==> src/rtl/spi_simple_master_if.sv <==
// Host-side byte stream between a controller and spi_simple_master.
// The DUT attaches through the slave modport; the controller uses master.
interface spi_simple_master_if;
   logic [7:0] tx_data;
   logic       tx_valid;
   logic       tx_last;
   logic       tx_ready;
   logic [7:0] rx_data;
   logic       rx_valid;
   logic       busy;

   modport master (
      output tx_data, tx_valid, tx_last,
      input  tx_ready, rx_data, rx_valid, busy
   );

   modport slave (
      input  tx_data, tx_valid, tx_last,
      output tx_ready, rx_data, rx_valid, busy
   );
endinterface

==> src/rtl/spi_simple_master.sv <==
// Byte-oriented SPI mode-0 initiator (MSB first) fed by a valid/ready byte stream.
// Optional SPI_MASTER_CS_IDLE_EN stretches cs_n-high time between transactions to CS_IDLE cycles.
module spi_simple_master #(
   parameter int DIV     = 2,
   parameter int CS_IDLE = 4
) (
   input  logic                  clk,
   input  logic                  rst,
   output logic                  spi_clk_o,
   output logic                  spi_mosi_o,
   input  logic                  spi_miso_i,
   output logic                  spi_cs_n_o,
   spi_simple_master_if.slave    host_if
);

   localparam int CNT_MAX = (DIV > CS_IDLE) ? DIV : CS_IDLE;
   localparam int CNT_W   = $clog2(CNT_MAX + 1);
   localparam logic [CNT_W-1:0] HALF_LD = CNT_W'(DIV - 1);
`ifdef SPI_MASTER_CS_IDLE_EN
   // Guard plus the one IDLE cycle before the next accept keeps cs_n high CS_IDLE cycles.
   localparam int GUARD_CYC = CS_IDLE - 1;
   localparam logic [CNT_W-1:0] GUARD_LD = CNT_W'(GUARD_CYC - 1);
`endif

   typedef enum logic [2:0] {
      IDLE, SETUP, SCK_HI, SCK_LO, HOLD, END
`ifdef SPI_MASTER_CS_IDLE_EN
      , GUARD
`endif
   } state_t;

   state_t           state_q, state_d;
   logic [CNT_W-1:0] cnt_q, cnt_d;
   logic [2:0]       bit_q, bit_d;
   logic             last_q, last_d;
   logic             cs_n_q, cs_n_d;
   logic             sck_q, sck_d;
   logic             mosi_q, mosi_d;
   logic             tx_ready_q, tx_ready_d;
   logic             busy_q, busy_d;
   logic [7:0]       rx_data_q, rx_data_d;
   logic             rx_valid_q, rx_valid_d;
   logic [7:0]       tx_sh_q, tx_sh_d;
   logic [7:0]       rx_sh_q, rx_sh_d;
   logic             accept;

   always_ff @(posedge clk or posedge rst) begin
      if (rst) begin
         state_q    <= IDLE;
         cnt_q      <= '0;
         bit_q      <= '0;
         last_q     <= 1'b0;
         cs_n_q     <= 1'b1;
         sck_q      <= 1'b0;
         mosi_q     <= 1'b0;
         tx_ready_q <= 1'b0;
         busy_q     <= 1'b0;
         rx_data_q  <= '0;
         rx_valid_q <= 1'b0;
      end else begin
         state_q    <= state_d;
         cnt_q      <= cnt_d;
         bit_q      <= bit_d;
         last_q     <= last_d;
         cs_n_q     <= cs_n_d;
         sck_q      <= sck_d;
         mosi_q     <= mosi_d;
         tx_ready_q <= tx_ready_d;
         busy_q     <= busy_d;
         rx_data_q  <= rx_data_d;
         rx_valid_q <= rx_valid_d;
      end
   end

   // Shift registers are always fully refilled before use, so they need no reset.
   always_ff @(posedge clk) begin
      tx_sh_q <= tx_sh_d;
      rx_sh_q <= rx_sh_d;
   end

   always_comb begin
      state_d    = state_q;
      cnt_d      = cnt_q;
      bit_d      = bit_q;
      last_d     = last_q;
      cs_n_d     = cs_n_q;
      sck_d      = sck_q;
      mosi_d     = mosi_q;
      rx_data_d  = rx_data_q;
      rx_valid_d = 1'b0;
      tx_sh_d    = tx_sh_q;
      rx_sh_d    = rx_sh_q;
      accept     = host_if.tx_valid && tx_ready_q;

      case (state_q)
         IDLE, HOLD: begin
            if (accept) begin
               state_d = SETUP;
               cnt_d   = HALF_LD;
               cs_n_d  = 1'b0;
               sck_d   = 1'b0;
               mosi_d  = host_if.tx_data[7];
               tx_sh_d = {host_if.tx_data[6:0], 1'b0};
               last_d  = host_if.tx_last;
            end
         end
         SETUP, SCK_LO: begin
            if (cnt_q == '0) begin
               state_d = SCK_HI;
               cnt_d   = HALF_LD;
               sck_d   = 1'b1;
               rx_sh_d = {rx_sh_q[6:0], spi_miso_i};
            end else begin
               cnt_d = cnt_q - 1'b1;
            end
         end
         SCK_HI: begin
            if (cnt_q == '0) begin
               sck_d = 1'b0;
               cnt_d = HALF_LD;
               bit_d = bit_q + 3'd1;
               if (bit_q == 3'd7) begin
                  rx_data_d  = rx_sh_q;
                  rx_valid_d = 1'b1;
                  state_d    = last_q ? END : HOLD;
               end else begin
                  state_d = SCK_LO;
                  mosi_d  = tx_sh_q[7];
                  tx_sh_d = {tx_sh_q[6:0], 1'b0};
               end
            end else begin
               cnt_d = cnt_q - 1'b1;
            end
         end
         END: begin
            if (cnt_q == '0) begin
               cs_n_d = 1'b1;
               mosi_d = 1'b0;
`ifdef SPI_MASTER_CS_IDLE_EN
               if (GUARD_CYC > 0) begin
                  state_d = GUARD;
                  cnt_d   = GUARD_LD;
               end else begin
                  state_d = IDLE;
               end
`else
               state_d = IDLE;
`endif
            end else begin
               cnt_d = cnt_q - 1'b1;
            end
         end
`ifdef SPI_MASTER_CS_IDLE_EN
         GUARD: begin
            if (cnt_q == '0) state_d = IDLE;
            else             cnt_d   = cnt_q - 1'b1;
         end
`endif
         default: state_d = IDLE;
      endcase

      // Ready is withheld for the first IDLE cycle after END so cs_n stays high at least two cycles.
      tx_ready_d = (state_d == HOLD) || ((state_d == IDLE) && (state_q != END));
      busy_d     = (state_d != IDLE);
   end

   assign spi_clk_o        = sck_q;
   assign spi_mosi_o       = mosi_q;
   assign spi_cs_n_o       = cs_n_q;
   assign host_if.tx_ready = tx_ready_q;
   assign host_if.rx_data  = rx_data_q;
   assign host_if.rx_valid = rx_valid_q;
   assign host_if.busy     = busy_q;

endmodule

==> src/flat_wrapper.sv <==
// flat-port wrapper written by rule: the top's interface ports become plain ports
module spi_simple_master_flat 
#(
   parameter int DIV     = 2,
   parameter int CS_IDLE = 4
)
  (clk, rst, spi_clk_o, spi_mosi_o, spi_miso_i, spi_cs_n_o, host_if_tx_data, host_if_tx_valid, host_if_tx_last, host_if_tx_ready, host_if_rx_data, host_if_rx_valid, host_if_busy);
  spi_simple_master_if host_if_i ();
  input  logic clk;
  input  logic rst;
  output logic spi_clk_o;
  output logic spi_mosi_o;
  input  logic spi_miso_i;
  output logic spi_cs_n_o;
  input wire logic [$bits(host_if_i.tx_data)-1:0] host_if_tx_data;
  input wire logic [$bits(host_if_i.tx_valid)-1:0] host_if_tx_valid;
  input wire logic [$bits(host_if_i.tx_last)-1:0] host_if_tx_last;
  output wire logic [$bits(host_if_i.tx_ready)-1:0] host_if_tx_ready;
  output wire logic [$bits(host_if_i.rx_data)-1:0] host_if_rx_data;
  output wire logic [$bits(host_if_i.rx_valid)-1:0] host_if_rx_valid;
  output wire logic [$bits(host_if_i.busy)-1:0] host_if_busy;
  assign host_if_i.tx_data = host_if_tx_data;
  assign host_if_i.tx_valid = host_if_tx_valid;
  assign host_if_i.tx_last = host_if_tx_last;
  assign host_if_tx_ready = host_if_i.tx_ready;
  assign host_if_rx_data = host_if_i.rx_data;
  assign host_if_rx_valid = host_if_i.rx_valid;
  assign host_if_busy = host_if_i.busy;
  spi_simple_master #(.DIV(DIV), .CS_IDLE(CS_IDLE)) u_core (.clk(clk), .rst(rst), .spi_clk_o(spi_clk_o), .spi_mosi_o(spi_mosi_o), .spi_miso_i(spi_miso_i), .spi_cs_n_o(spi_cs_n_o), .host_if(host_if_i));
endmodule
==> config.mk <==
export PLATFORM = sky130hd
export DESIGN_NAME = spi_simple_master_flat
export DESIGN_NICKNAME = d
export VERILOG_FILES = /design/src/rtl/spi_simple_master_if.sv /design/src/rtl/spi_simple_master.sv /design/src/flat_wrapper.sv
export SDC_FILE = /design/constraint.sdc
export NUM_CORES = 1
export LEC_CHECK = 0
export CORE_MARGIN = 4
export CORE_UTILIZATION = 40
export DETAILED_ROUTE_END_ITERATION = 8
export PLACE_DENSITY = 0.66
export SYNTH_ARGS = -nofsm -noshare
export SYNTH_HDL_FRONTEND = slang
export SYNTH_SLANG_ARGS = --single-unit
==> constraint.sdc <==
create_clock -name clk -period 4.8 [get_ports clk]
set_clock_uncertainty 0.05 [all_clocks]
set_input_delay 0.48 -clock clk [delete_from_list [all_inputs] [get_ports clk]]
set_output_delay 0.48 -clock clk [all_outputs]
set_load 0.02 [all_outputs]
# Word level (Yosys, flattened, before mapping)
# Cells that the tools add are included.
# W data, S select, Z words.
[op_classes] addsub=2 n_eq_ne=14 mux=27 reduce_logical=24
[ops] op="$mux W3" n=8
[ops] op="$mux W8" n=3
[ops] op="$pmux W8 S2" n=1
[ops] op="$eq A3 B3 Y1 const B" n=4
[ops] op="$pmux W3 S4" n=1
[ops] op="$reduce_bool A3 Y1" n=4
[ops] op="$mux W1" n=10
[ops] op="$logic_not A3 Y1" n=3
[ops] op="$pmux W3 S3" n=1
[ops] op="$reduce_and A3 Y1" n=3
[ops] op="$ne A2 B1 Y1 const B" n=4
[ops] op="$reduce_and A4 Y1" n=2
[ops] op="$eq A3 B2 Y1 const B" n=2
[ops] op="$pmux W1 S3" n=2
[ops] op="$reduce_and A2 Y1" n=3
[ops] op="$reduce_and A5 Y1" n=1
[ops] op="$ne A2 B2 Y1 const B" n=2
[ops] op="$reduce_bool A2 Y1" n=2
[ops] op="$reduce_or A2 Y1" n=2
[ops] op="$add A3 B1 Y3 const B" n=1
[ops] op="$eq A3 B1 Y1 const B" n=1
[ops] op="$ne A3 B3 Y1 const B" n=1
[ops] op="$reduce_or A3 Y1" n=1
[ops] op="$sub A3 B1 Y3 const B" n=1
[ops] op="other kinds (3)" n=4
[totals] reg_bits=40 output_inout_bits=14 wordCells=80

# Depth between registers and ports, before layout
[depth] ltp_word=7 ltp_mapped=6 ltp_nobuf=6

# Least setup slack after synthesis
# No wires, ideal clock.
[synth_timing] path_kind="reg-to-reg" start="reg u_core.cnt_q[0]" end="reg u_core.tx_sh_q[1] (enable)" arrival_time_ns=1.630 required_ns=4.369 slack_ns=2.740 path_stages_with_launch=6 path_cell_list="dfrtp_1 -> inv_1 -> ha_1 -> nor3b_4 -> nand2_1 -> o21ai_0"
[synth_between] elab_chain_len=3
[synth_rtl] element="start: declaration" line_no="spi_simple_master.sv:33" text="logic [CNT_W-1:0] cnt_q, cnt_d;"
[synth_rtl] element="start signal: assignment" line_no="spi_simple_master.sv:62" text="cnt_q <= cnt_d;"
[synth_rtl] element="$logic_not A3 Y1" line_no="spi_simple_master.sv:118" text="if (cnt_q == '0) begin"
[synth_rtl] element="$ne A2 B1 Y1 (no source line)"
[synth_rtl] element="$reduce_and A4 Y1 (no source line)"
[synth_rtl] element="end signal: assignment" line_no="spi_simple_master.sv:77" text="tx_sh_q <= tx_sh_d;"
[synth_rtl] element="end: declaration" line_no="spi_simple_master.sv:43" text="logic [7:0] tx_sh_q, tx_sh_d;"
# Every way passes these cells.
# A chain may end at the register's enable or synchronous reset.

# Worst setup path after layout
[layout_timing] start="reg u_core.cnt_q[0]" end="reg u_core.tx_sh_q[7] (enable)"
# Same word-level chain as after synthesis.

==> impl_metrics.ini <==
[cells_and_area]
highest_count_cells_in_the_layout_ignoring_fill_and_taps = 26 x sky130_fd_sc_hd__clkdlybuf4s50_1, 23 x sky130_fd_sc_hd__dfrtp_1, 16 x sky130_fd_sc_hd__mux2_2
layout_cell_share_with_drive_strength_beyond_1_pct = 20.9
area_of_combinational_cells_with_multiple_inputs_sq_um = 613
number_of_diodes = 0
layout_stage_area_growth_over_the_synthesis_result_pct = 22.2
final.fill_count = 356
final_nets = 174
register_area_sq_um = 1050
layout.cells.most_common = sky130_fd_sc_hd__clkdlybuf4s50_1

[route]
initialDrtViolationCount = 84
route.top_layer_used = met4
detailroute.via_count = 1044
vias_cell = 5.02
met2_wirelength_microns = 1560
met1Wirelength_microns = 1400
wl_met3_microns = 153
detailedRoute.firstPassIterationCount = 4
wl_per_cell_microns = 15.1
final_antenna_net_count = 0
drt_drc_violations_left = 0
drt_wl_total_microns = 3150

[worst_setup_path]
critPathCaptureType = register
worstPathMaxFanout = 7
cp_data_arrival_time_ns = 2.31
crit_path_start_kind = register
cp_cell_sequence = inv_1, ha_1, nor3b_4, nand2_1, o21ai_0
cp_data_required_time_ns = 4.66
critical_path_class = reg2reg
critical_path.max_stage_delay_ns = 0.82
cpMaxStageDelayCell = sky130_fd_sc_hd__o21ai_0

[yosys]
synth.avg_cell_area_sq_um = 13.5
synth_enable_flop_cells = 15
seq_cells_post_synth = 39
syn-cell-area_sq_um = 1720
yosys_warnings = 0
postSynth.topFlopCell = sky130_fd_sc_hd__dfrtp_1
synthCells = 127
yosysTopAreaCell = sky130_fd_sc_hd__dfrtp_1
synth_fp_nets = 144
postSynth.asyncResetShare_pct = 61.5
yosys-top-cells-area = sky130_fd_sc_hd__dfrtp_1 34%, sky130_fd_sc_hd__edfxtp_1 26%, sky130_fd_sc_hd__mux2_2 10%
ys_types = 40
synth.yosys.seq_area_share_pct = 61.3
synth.top_cell.area_share_pct = 33.5

[cts]
max-clock-path-buffers = 2
ctsHtreeMaxLevel = 2
clock_tree_from_tritoncts = yes
post_cts_resize_count = 0
post_cts.repair.setup_buffers = 0
tritoncts_num_sinks = 39
clk_root_buffer_cell = sky130_fd_sc_hd__clkbuf_8
clk_pin_slew_worst_paths_ns = 0.07
cts-hold-fix-buffers = 0
clk-insertion-delay-late_ns = 0.28
tritoncts.num_buffers = 5

[sta]
worst_slew_pin_slew_ns = 0.999
final-max-slew-violation-count = 0
maxSlewHeadroom_pct = 32.7
setup_repair_after_global_routing_missed_its_margin = no
final_hold_viol_count = 0
post-route-min-period_ns = 2.45
finalCritPeriodShare_pct = 51.0
max_freq_ghz = 0.408
timing.final.setup_violations = 0
final.setup.tns_ns = 0
hold-worst-slack_ns = 0.397

[power]
relative_contribution_of_the_clock_network_to_total_power_pct = 18.1
seqPwrFrac_pct = 45.6
power_frac_comb_pct = 36.3
switching_power_uw = 384
total_power_consumption_of_the_routed_design_mw = 1.16
power_leakage_nw = 0.869
p_int_uw = 772
power_density_nw_per_um2 = 551
ir_drop_uv = 277
switching_share_pct = 33.2

[global_routing]
pin_count_of_the_biggest_net_entering_global_routing = 25
grt_pass1_wl_microns = 5260
gr-total-overflow = 0
antenna_violations_before_repair = 0
grt_usage_pct = 13.1
grt_pass1_vias = 1095

[floorplan]
floorplan.die_area_sq_um = 5410
coreArea_sq_um = 4090
die_w_microns = 73.5
initial_utilization_pct = 42.0
row_count = 23
design.portCount = 27
die_height_microns = 73.5

[placement]
io_buffer_count = 26
gp_routability_congestion = 0.844
post-dp-hpwl_microns = 2350

[run_status]
run_status = finished clean

[min_path]
min_path_type = reg2reg

[run]
maxCapViolations = 0
## power groups by stage
| stage | clock network (mW) | logic (mW) | registers (mW) |
|---|---|---|---|
| after floorplan | 0 | 0.281 | 0.544 |
| after CTS | 0.220 | 0.427 | 0.527 |
| after global routing | 0.234 | 0.466 | 0.538 |
| after detailed placement | 0 | 0.426 | 0.533 |
| after global placement | 0 | 0.409 | 0.526 |
| final | 0.209 | 0.420 | 0.527 |
## cells in the mapped netlist (2+ instances only)
library cell,instances
sky130_fd_sc_hd__a21oi_1,4
sky130_fd_sc_hd__mux2_2,16
sky130_fd_sc_hd__nor2b_1,3
sky130_fd_sc_hd__nor2_1,6
sky130_fd_sc_hd__o21ai_0,7
sky130_fd_sc_hd__ha_1,4
sky130_fd_sc_hd__dfrtp_1,23
sky130_fd_sc_hd__inv_1,7
sky130_fd_sc_hd__nand2_1,10
sky130_fd_sc_hd__buf_4,2
sky130_fd_sc_hd__nand2b_1,2
sky130_fd_sc_hd__edfxtp_1,15
## metal layers
| metal | up-vias | GRT usage [%] |
|---|---|---|
| met5 | - | 0 |
| met4 | 0 | 5.84 |
| met3 | 6 | 4.65 |
| met2 | 22 | 19.8 |
| met1 | 500 | 16.9 |
| li1 | 516 | - |
## sequential cells by signal (all words and copies together) (netlist names)
| register | count |
|---|---|
| u_core.bit_q | 3 |
| u_core.cnt_q | 3 |
| u_core.host_if.busy | 1 |
| u_core.host_if.rx_data | 8 |
| u_core.host_if.rx_valid | 1 |
| u_core.host_if.tx_ready | 1 |
| u_core.last_q | 1 |
| u_core.rx_sh_q | 8 |
| u_core.spi_clk_o | 1 |
| u_core.spi_cs_n_o | 1 |
| u_core.spi_mosi_o | 1 |
| u_core.state_q | 3 |
| u_core.tx_sh_q | 7 |
## critical path, delay by kind of cell, from the launching register on
| kind | cells | cell delay [ns] |
|---|---|---|
| AOI/OAI and AO/OA | 1 | 0.82 |
| adders and majority gates | 1 | 0.23 |
| buffers and inverters | 1 | 0.09 |
| DFF | 1 | 0.39 |
| and+or+nand+nor | 2 | 0.49 |
## cells by family (layout without fill, tap and decap cells)
group | Yosys count | in the layout | share of synthesized area, %
xor gates and xnor gates | 1 | 1 | 0.510
and+or+nand+nor | 32 | 32 | 11.3
muxes | 18 | 18 | 11.9
DFF | 39 | 39 | 61.3
buffers and inverters | 10 | 41 | 3.06
adders and majority gates | 4 | 4 | 2.91
AOI/OAI and AO/OA | 23 | 23 | 9.03
## layout make-up
type / instances / share of cell area (%)
repair buffers: 26 / 12.4
inverters: 7 / 1.25
clock buffers: 6 / 3.46
multi-input cells: 78 / 29.2
well taps: 50 / 2.98
flip-flops and latches: 39 / 50.1
clock inverters: 2 / 0.596
## worst paths after layout
| check | slack [ns] | from | cells after the start | end |
|---|---|---|---|---|
| max in group asynchronous | 3.50 | rst | 2 | u_core.spi_mosi_o |
| min in group asynchronous | 0.64 | rst | 2 | u_core.host_if.rx_data[0] |
| worst min-delay path | 0.40 | u_core.rx_sh_q[6] | 0 | u_core.rx_sh_q[7] |
| worst max register to register | 2.35 | u_core.cnt_q[0] | 5 | u_core.tx_sh_q[7] |
| worst min register to register | 0.40 | u_core.rx_sh_q[6] | 0 | u_core.rx_sh_q[7] |
| worst max-delay path | 2.35 | u_core.cnt_q[0] | 5 | u_core.tx_sh_q[7] |
## stage by stage
stage | instance area [sq um] | worst slack (ns) | util [%] | instances
floorplan | 1720 | 2.74 | - | 127
global placement | 2010 | 2.55 | 49.3 | 200
detailed placement | 2010 | 2.34 | 49.3 | 200
CTS | 2100 | 2.32 | 51.4 | 208
global route | 2100 | 2.02 | 51.4 | 208
finish | 2100 | 2.35 | 51.4 | 208
No activity file was read; power rests on OpenSTA's default activity.
